File: src/rtl/snake_dir_key_filter.sv
// Direction-key front end for the snake game: per-key sync, debounce and press
// pulse, plus the prioritised, reversal-rejecting heading register.
module snake_dir_key_filter #(
  parameter int unsigned DEBOUNCE_CYCLES = 1000000,
  parameter int unsigned CNT_W           = 20,
  parameter bit          KEY_ACTIVE_LOW  = 1'b1,
  parameter logic [1:0]  INIT_DIR        = 2'b01
) (
  input  logic       Clk_50mhz,
  input  logic       Rst,
  input  logic       Left,
  input  logic       Right,
  input  logic       Up,
  input  logic       Down,
  input  logic [2:0] Game_status,
  output logic       Key_left,
  output logic       Key_right,
  output logic       Key_up,
  output logic       Key_down,
  output logic       Key_any,
  output logic [1:0] Dir,
  output logic       Dir_change
);

  typedef enum logic [1:0] {
    DIR_UP    = 2'b00,
    DIR_RIGHT = 2'b01,
    DIR_DOWN  = 2'b10,
    DIR_LEFT  = 2'b11
  } dir_t;

  localparam dir_t             DIR_INIT = dir_t'(INIT_DIR);
  localparam logic [CNT_W-1:0] CNT_MAX  = CNT_W'(DEBOUNCE_CYCLES - 1);

  // Key lanes: 0 up, 1 down, 2 left, 3 right (also the heading priority order).
  logic [3:0]       raw_vec;
  logic [3:0]       pressed;
  logic [3:0]       sync1;
  logic [3:0]       sync2;
  logic [3:0]       stable;
  logic [3:0]       stable_d;
  logic [3:0]       pulse;
  logic             any_q;
  logic [CNT_W-1:0] cnt [4];

  dir_t       dir;
  dir_t       cand;
  logic [1:0] rev;
  logic       dir_change_q;

  assign raw_vec = {Right, Left, Down, Up};
  assign pressed = KEY_ACTIVE_LOW ? ~raw_vec : raw_vec;

  always_ff @(posedge Clk_50mhz) begin
    if (Rst) begin
      sync1    <= '0;
      sync2    <= '0;
      stable   <= '0;
      stable_d <= '0;
      pulse    <= '0;
      any_q    <= 1'b0;
      for (int unsigned i = 0; i < 4; i++) begin
        cnt[i] <= '0;
      end
    end else begin
      sync1    <= pressed;
      sync2    <= sync1;
      stable_d <= stable;
      pulse    <= stable & ~stable_d;
      any_q    <= |(stable & ~stable_d);
      for (int unsigned i = 0; i < 4; i++) begin
        if (sync2[i] == stable[i]) begin
          cnt[i] <= '0;
        end else if (cnt[i] == CNT_MAX) begin
          stable[i] <= ~stable[i];
          cnt[i]    <= '0;
        end else begin
          cnt[i] <= cnt[i] + CNT_W'(1);
        end
      end
    end
  end

  // Only the highest-priority pulse is considered; the rest are dropped.
  always_comb begin
    cand = dir;
    if (pulse[0])      cand = DIR_UP;
    else if (pulse[1]) cand = DIR_DOWN;
    else if (pulse[2]) cand = DIR_LEFT;
    else if (pulse[3]) cand = DIR_RIGHT;
  end

  assign rev = dir ^ 2'b10;

  always_ff @(posedge Clk_50mhz) begin
    if (Rst) begin
      dir          <= DIR_INIT;
      dir_change_q <= 1'b0;
    end else begin
      dir_change_q <= 1'b0;
      case (Game_status)
        3'b001: begin
          if (dir != DIR_INIT) begin
            dir          <= DIR_INIT;
            dir_change_q <= 1'b1;
          end
        end
        3'b010: begin
          if (|pulse && cand != dir && cand != rev) begin
            dir          <= cand;
            dir_change_q <= 1'b1;
          end
        end
        default: ;
      endcase
    end
  end

  assign Key_up     = pulse[0];
  assign Key_down   = pulse[1];
  assign Key_left   = pulse[2];
  assign Key_right  = pulse[3];
  assign Key_any    = any_q;
  assign Dir        = dir;
  assign Dir_change = dir_change_q;

endmodule

File: config.mk
export PLATFORM = sky130hd
export DESIGN_NAME = snake_dir_key_filter
export DESIGN_NICKNAME = d
export VERILOG_FILES = /design/src/rtl/snake_dir_key_filter.sv
export SDC_FILE = /design/constraint.sdc
export NUM_CORES = 1
export LEC_CHECK = 0
export BUFFER_PORTS_ARGS = -buffer_cell sky130_fd_sc_hd__buf_2
export CAP_MARGIN = 10
export CORE_AREA = 10 10 130 132
export CTS_BUF_LIST = sky130_fd_sc_hd__clkbuf_8 sky130_fd_sc_hd__clkbuf_16
export DETAILED_ROUTE_END_ITERATION = 7
export DIE_AREA = 0 0 140 142
export GPL_TIMING_DRIVEN = 0
export PLACE_DENSITY = 0.49
export SYNTH_ARGS = -nofsm -noshare
export SYNTH_HDL_FRONTEND = slang
export SYNTH_SLANG_ARGS = --single-unit
File: constraint.sdc
create_clock -name Clk_50mhz -period 3.09 [get_ports Clk_50mhz]
set_clock_uncertainty 0.15 [all_clocks]
set_input_delay 0.309 -clock Clk_50mhz [delete_from_list [all_inputs] [get_ports Clk_50mhz]]
set_output_delay 0.309 -clock Clk_50mhz [all_outputs]
set_load 0.05 [all_outputs]
==> metrics list, run 1 <==
- Type of destination of the critical path: flip-flop
- Dominant register cell in the synthesized netlist: sky130_fd_sc_hd__edfxtp_1
- Row generation in the floorplan step produced 44 rows.
- In this run, post-CTS repair resized a total of 0 instances.
- The setup check on the worst reg-to-reg path leaves a slack of 0.66 ns.
* Starting utilization of the core area: 36.6%
* Hold Crit Endpoint: stable_d[3]
- Top routing layer in use: met4
* Highest-count cells in the layout ignoring fill and taps: sky130_fd_sc_hd__edfxtp_1, sky130_fd_sc_hd__conb_1, sky130_fd_sc_hd__nor2_1
- The H-tree was split into 3 levels.
- After detailed routing, the number of vias per cell comes to 4.80.
* Number of warning messages in the yosys log: 0
- The detailed router finished its first iteration with 275 violations.
- Buffers inserted by post-CTS timing repair: 0
* Post-synthesis instance area: 5240 um2
- The clock drives 104 sinks.
* Width of the die: 140 um
* Detailed-route via count: 3,851
- Internal power: 2260 uW
* Worst hold path class: in -> reg
- Max-cap viol count: 0
- Net switching share of the total power: 22.0%
* Antenna violations before repair: 0
- Maximum fanout along the worst path: 10
* Global-route usage over all layers: 10.1%
- After detailed routing, the met3 layer carries 268 um of wire.
* DRC violation count after routing: 0
- The worst setup path is launched from a flip-flop.
- Data required time of the critical path: 3.03 ns
- Hold Path Origin: Rst
- Per report_power, the combinational group accounts for 3.9% of the total.
- Counting flops with a built-in enable in the synthesized netlist gives 80.
- Clock slew at the register clock pins of the worst setup and hold paths: 0.07 ns
- Via count of the first global-routing pass: 3,610
* Startpoint of the worst-slack reg-to-reg timing path: cnt[3][7]
- Of the cells placed in the final design, the portion with a size suffix greater than 1 is 6.80%.
* Antenna fix cells: 0
* Cells after Synth: 503
- Power Density: 469 nW/um2
- The cell sitting at the root of the clock tree is a sky130_fd_sc_hd__clkbuf_16.
- The worst hold path was traced through 2 stages.
* Max rail drop VDD: 0.268 mV
- For this run, the register share of the synthesized area comes to 55.1%.
* Signal arrival time at the worst endpoint: 2.37 ns
- The wire-length estimate of the detail-placed layout is 7.07 mm.
* Final Routed Wirelength: 10.0 mm
- Top-level port count: 17
* Clock Power Share: 40.9%
- Final net count: 626
* Pin count of the biggest net entering global routing: 17
* Layout fillers: 1,428
- Hold Fails Final Rpt: 0
- Setup violations remaining at the end of the flow were counted as 0.
* Pleak: 0.00215 uW
* Final Power: 2900 uW
- The final count of pins violating max slew came to 0.
* Status: finished, final reports clean
* Portion of total power attributed to sequential cells: 55.1%
- Latest clock arrival within the worst-skew pair: 0.35 ns
* Average cell area after synthesis: 10.4 um2
- Wire length of the first global-routing pass: 16.9 mm
- Initial DRT Pass Iterations: 4
- Number of CTS-inserted buffers: 9
- Die ar.: 19,900 um2
- After synthesis, the share of flip-flops with an asynchronous set or reset is 0%.
* Time the worst path needs with I/O delays and setup: 2.43 ns
- TritonCTS clock tree: built
* Slew HR: 34.3%
* Die height: 142 um
* Post-synthesis register bit count: 104
- The worst path uses 78.7% of the clock period.
* Wl on met1: 5.05 mm
- Switching power: 640 uW
- At the end of routability-driven placement, the weighted congestion stood at 0.781.
- Achievable Freq: 0.411 GHz
* Layout area overhead: 18.3%
- After synthesis, the netlist uses 39 different library cells.
- Share of the core filled with cells: 43.3%
- In the final routed layout, each cell accounts on average for 12.5 um.
- In this run the remaining antenna-violating nets after routing total 0.
- Destination of the worst register-to-register timing path: cnt[3][19]
- Input/output buffers: 16
- Setup repair after global routing missed its margin: false
- The worst register-to-register path has a depth of 5.
* Residual overflow from global routing: 0
* Setup TNS: 0 ns
- Placeable Area: 14,300 um2
* Actual transition at the worst max-transition pin: 0.961 ns
- No sink is reached through more buffers than the 2 on the longest clock path.
- Wire segments on met2 add up to 4.56 mm in the final route.
- Crit path kind: reg -> reg
## logic make-up (layout without fill, tap and decap cells)
| group | count (synthesis) | in the layout | share of synthesized area, % |
|---|---|---|---|
| AOI/OAI and AO/OA | 71 | 71 | 8.05 |
| DFF | 104 | 104 | 55.1 |
| adders and majority gates | 4 | 4 | 0.956 |
| xor gates and xnor gates | 51 | 51 | 8.53 |
| buffers and inverters | 38 | 74 | 2.87 |
| other | 1 | 80 | 0.0716 |
| and+or+nand+nor | 234 | 234 | 24.5 |
## Yosys cell counts, types with 6 or more instances
master                      n  area (um2)
sky130_fd_sc_hd__xnor2_1   13         114
sky130_fd_sc_hd__buf_2      6        30.0
sky130_fd_sc_hd__inv_1     15        56.3
sky130_fd_sc_hd__and4_1     8        70.1
sky130_fd_sc_hd__nor2b_1   14        87.6
sky130_fd_sc_hd__a21oi_1   28         140
sky130_fd_sc_hd__clkbuf_1  17        63.8
sky130_fd_sc_hd__or4_1     13        97.6
sky130_fd_sc_hd__nor2_1    66         248
sky130_fd_sc_hd__and3_1     7        43.8
sky130_fd_sc_hd__and2_1    10        62.6
sky130_fd_sc_hd__o21ai_0   20         100
sky130_fd_sc_hd__nand3_1   24         120
sky130_fd_sc_hd__or3_1     16         100
sky130_fd_sc_hd__nand4_1   28         175
sky130_fd_sc_hd__o31ai_1   11        82.6
sky130_fd_sc_hd__nand2_1   26        97.6
sky130_fd_sc_hd__edfxtp_1  80        2400
sky130_fd_sc_hd__xor2_1    38         333
sky130_fd_sc_hd__dfxtp_1   24         480
## power by group through the flow
stage,sequential (uW),clock [uW],combinational (uW)
6_report,1600,1190,115
5_1_grt,1610,1270,134
4_1_cts,1600,1230,114
3_5_place_dp,1630,0,109
3_3_place_gp,1630,0,108
2_1_floorplan,1620,0,85.4
## critical path, cell delays in order, from the launching register on
cell	delay (ns)
sky130_fd_sc_hd__edfxtp_1	0.48
sky130_fd_sc_hd__or4b_1	0.56
sky130_fd_sc_hd__or4_4	0.51
sky130_fd_sc_hd__o21ai_1	0.15
sky130_fd_sc_hd__buf_2	0.26
sky130_fd_sc_hd__a21oi_1	0.07
## layout make-up
class	count	area, um2	area share, %
Sequential cell	104	2880	46.5
Multi-Input combinational cell	440	2500	40.4
Clock buffer	12	289	4.67
Tap cell	184	230	3.72
Timing Repair Buffer	20	120	1.94
Buffer	23	93.8	1.52
Inverter	15	56.3	0.909
Clock inverter	4	21.3	0.343
## sequential cells by signal, indices dropped and copies added, names as in the netlist, 2 cells and up
| name | cells |
|---|---|
| sync2 | 4 |
| sync1 | 4 |
| Dir | 2 |
| cnt | 80 |
| pulse | 4 |
| stable | 4 |
| stable_d | 4 |
## layer usage
metal,up-vias,GRT usage [%]
met1,1818,13.2
li1,1989,-
met4,0,4.57
met5,-,0
met3,7,2.04
met2,37,16.0
## stage by stage
step | cell area, um2 | worst slack [ns] | cells | hold slack (ns)
after CTS | 6190 | 0.638 | 802 | 0.0664
after global placement | 5840 | 0.641 | 782 | 0.233
after floorplan | 5530 | 0.848 | 582 | 0.224
final | 6190 | 0.660 | 802 | 0.0715
after global routing | 6190 | 0.568 | 802 | 0.0925
after detailed placement | 5840 | 0.634 | 782 | 0.237
## how the worst max path moves through the flow
stage / from / to / slack (ns) / cells past startpoint
CTS: cnt[3][7] / cnt[3][3] / 0.64 / 5
global placement: cnt[3][7] / cnt[3][2] / 0.64 / 5
finish: cnt[3][7] / cnt[3][19] / 0.66 / 5
global route: cnt[3][7] / cnt[3][18] / 0.57 / 5
detailed placement: cnt[3][7] / cnt[3][3] / 0.63 / 5
floorplan: cnt[3][7] / cnt[3][17] / 0.85 / 5
## timing repair
item                                   4_1_cts  5_1_grt
setup endpoints to repair                    0        0
hold buffers                                 4        0
endpoints found under the hold margin        4        0
Note: power is estimated with default switching activity, not from simulation.
==> inputs of run 2 (changes only) <==
==> constraint.sdc (replaced) <==
create_clock -name Clk_50mhz -period 2.4 [get_ports Clk_50mhz]
set_clock_uncertainty 0.15 [all_clocks]
set_input_delay 0.24 -clock Clk_50mhz [delete_from_list [all_inputs] [get_ports Clk_50mhz]]
set_output_delay 0.24 -clock Clk_50mhz [all_outputs]
set_load 0.05 [all_outputs]
==> metrics list, run 2 (synthesized netlist as in run 1, its figures left out) <==
* Number of CTS-inserted buffers: 9 (unchanged)
* Detailed-placement wirelength estimate: 7.07 mm (unchanged)
- Via count of the first global-routing pass: 3,623 (+0.36%)
- The area growth from synthesis to layout is 19.3%.
- Layout fillers: 1,427 (-0.070%)
- Total cell area at the placement stage: 5840 um2 (unchanged)
* Final Routed Wirelength: 10.1 mm (+1.1%)
- The maximum buffer depth of the clock tree is 2 (unchanged).
- The vertical extent of the die came to 142 um (unchanged).
- The number of antenna violations at the first check in global routing is 0 (unchanged).
- Worst r2r path cells: 5 (unchanged)
- The overall die width came to 140 um (unchanged).
- Startpoint of the worst-slack reg-to-reg timing path: cnt[3][7]
- Final antenna-violating net count: 0 (unchanged)
- Placeable Area: 14,300 um2 (unchanged)
- The final setup violation count is 0 (unchanged).
- The maximum level of the CTS H-tree is 3 (unchanged).
* Starting utilization of the core area: 36.6% (unchanged)
- The worst-margin pin slew came to 0.961 ns (unchanged).
- Status: finished, final reports clean
* Final Cycle Share: 97.0% (+18 points)
- Setup repair after global routing missed its margin: false
- Detailed-route via count: 3,879 (+0.73%)
- The clock insertion delay at the later pin of the skew report came to 0.35 ns (about the same).
- The met1 capacity usage during global routing was 13.1% (-0.020 points).
* Signal arrival time at the worst endpoint: 2.26 ns (-0.11 ns)
- After global routing, the most crowded layer is met2.
* Area of the multi-input gates: 2500 um2 (+0.15%)
- Detailed Route Iter0 Violations: 288 (+4.7%)
* Final number of max-transition violations: 0 (unchanged)
* Final Power: 3750 uW (+29%)
* Global-route usage over all layers: 10.2% (about the same)
- Wire length of the first global-routing pass: 16.9 mm (+0.12%)
- Max rail drop VDD: 0.346 mV (+29%)
* Minimum setup slack among reg-to-reg paths: 0.07 ns (-0.59 ns)
- Data required time of the critical path: 2.34 ns (-0.69 ns)
- The final non-filler cell area came to 6250 um2 (+0.85%).
* Type of destination of the critical path: flip-flop
* Top-level port count: 17 (unchanged)
- Share of layout cells above drive strength 1: 8.03% (+1.2 points)
- The vias per cell is 4.81 (+0.10%).
- The met2 track demand over resource came to 16.1% (+0.049 points).
- Clock tree sinks: 104 (unchanged)
* Count of cells along the worst hold path: 4 (+2)
- For hold timing, the worst endpoint is Dir[1].
- Hold Path Origin: Game_status[2]
* Final RePlAce weighted congestion: 0.781 (unchanged)
* Input/output buffers: 16 (unchanged)
- Time the worst path needs with I/O delays and setup: 2.33 ns (-0.103 ns)
- Leaving out fill and tap cells, the most frequent cells in the layout are sky130_fd_sc_hd__edfxtp_1, sky130_fd_sc_hd__conb_1, sky130_fd_sc_hd__nor2_1.
* Slew HR: 34.3% (unchanged)
* Share of the core filled with cells: 43.6% (+0.37 points)
* Die ar.: 19,900 um2 (unchanged)
* Maximum fanout along the worst path: 10 (unchanged)
- The flip-flop count of the largest register after layout is 80 (unchanged).
* Achievable Freq: 0.430 GHz (+4.4%)
- GR Layer Usage met3: 2.04% (unchanged)
* Storage cell area: 2880 um2 (unchanged)
- The number of nets in the layout was 631 (+0.80%).
* Register bank with the most flops: cnt
- Antenna fix cells: 0 (unchanged)
- Destination of the worst register-to-register timing path: cnt[3][19]
- Hold Fails Final Rpt: 0 (unchanged)
- DRC violation count after routing: 0 (unchanged)
- Clock slew at the register clock pins of the worst setup and hold paths: 0.07 ns (about the same)
* Pleak: 0.00219 uW (+1.7%)
- Pin count of the biggest net entering global routing: 17 (unchanged)
- The setup total negative slack is 0 ns (unchanged).
- The critical path in this run is classified as reg -> reg.
- Max-cap viol count: 0 (unchanged)
- Power Density: 600 nW/um2 (+28%)
- The row count came to 44 (unchanged).
- STA classifies the critical path startpoint as a flip-flop.
* Worst hold path class: in -> reg
- Residual overflow from global routing: 0 (unchanged)
- CTS placed an instance of sky130_fd_sc_hd__clkbuf_16 at the clock tree root.
- Drt wl/cell: 12.5 um (+0.49%)
* TritonCTS clock tree: built
* Initial DRT Pass Iterations: 4 (unchanged)
-- run 2: how the worst max path moves through the flow --
stage | slack, ns | end | start
final | 0.07 | cnt[3][19] | cnt[3][7]
after global routing | 0.003 | cnt[3][18] | cnt[3][7]
after CTS | 0.03 | cnt[3][18] | cnt[3][7]
after detailed placement | -0.06 | cnt[3][3] | cnt[3][7]
after global placement | -0.05 | cnt[3][2] | cnt[3][7]
after floorplan | 0.16 | cnt[3][17] | cnt[3][7]
-- run 2: layer usage --
layer,vias up,routed length [um],share of wire (%)
li1,1999,-,-
met1,1833,5140,51
met2,43,4620,46
met3,4,281,2.8
met4,0,76,0.75
met5,-,0,0
-- run 2: repair_timing --
action	CTS	global route
hold endpoints to repair	6	0
gates cloned	0	0
setup endpoints to repair	20	42
gates resized for setup	3	6
hold buffers	5	0
pin swaps	0	0
setup buffers	0	4
-- run 2: through the flow --
step / instances / setup WS, ns / hold slack, ns
after floorplan: 582 / 0.158 / 0.157
after global placement: 782 / -0.0494 / 0.233
after detailed placement: 782 / -0.0560 / 0.237
after CTS: 803 / 0.0252 / 0.0999
after global routing: 807 / 0.00313 / 0.136
final: 807 / 0.0731 / 0.113
-- run 2: critical path, cell delays in order (launching register included) --
cell and delay, ns:
sky130_fd_sc_hd__edfxtp_1 0.45, sky130_fd_sc_hd__or4b_1 0.55, sky130_fd_sc_hd__or4_4 0.51, sky130_fd_sc_hd__o21ai_2 0.15, sky130_fd_sc_hd__buf_4 0.20, sky130_fd_sc_hd__a21oi_1 0.06
-- run 2: cell type report --
class / instances / area share, %
Timing Repair Buffer: 25 / 2.56
Tap cell: 184 / 3.69
Buffer: 23 / 1.64
Clock inverter: 4 / 0.341
Clock buffer: 12 / 4.63
Sequential cell: 104 / 46.2
Inverter: 15 / 0.901
Multi-Input combinational cell: 440 / 40.1
-- run 2: report_power, final --
part / switching [uW] / total [uW] / internal [uW]
registers: 61.0 / 2060 / 2000
clock network: 675 / 1530 / 856
logic: 91.2 / 155 / 63.5
total: 828 / 3750 / 2920
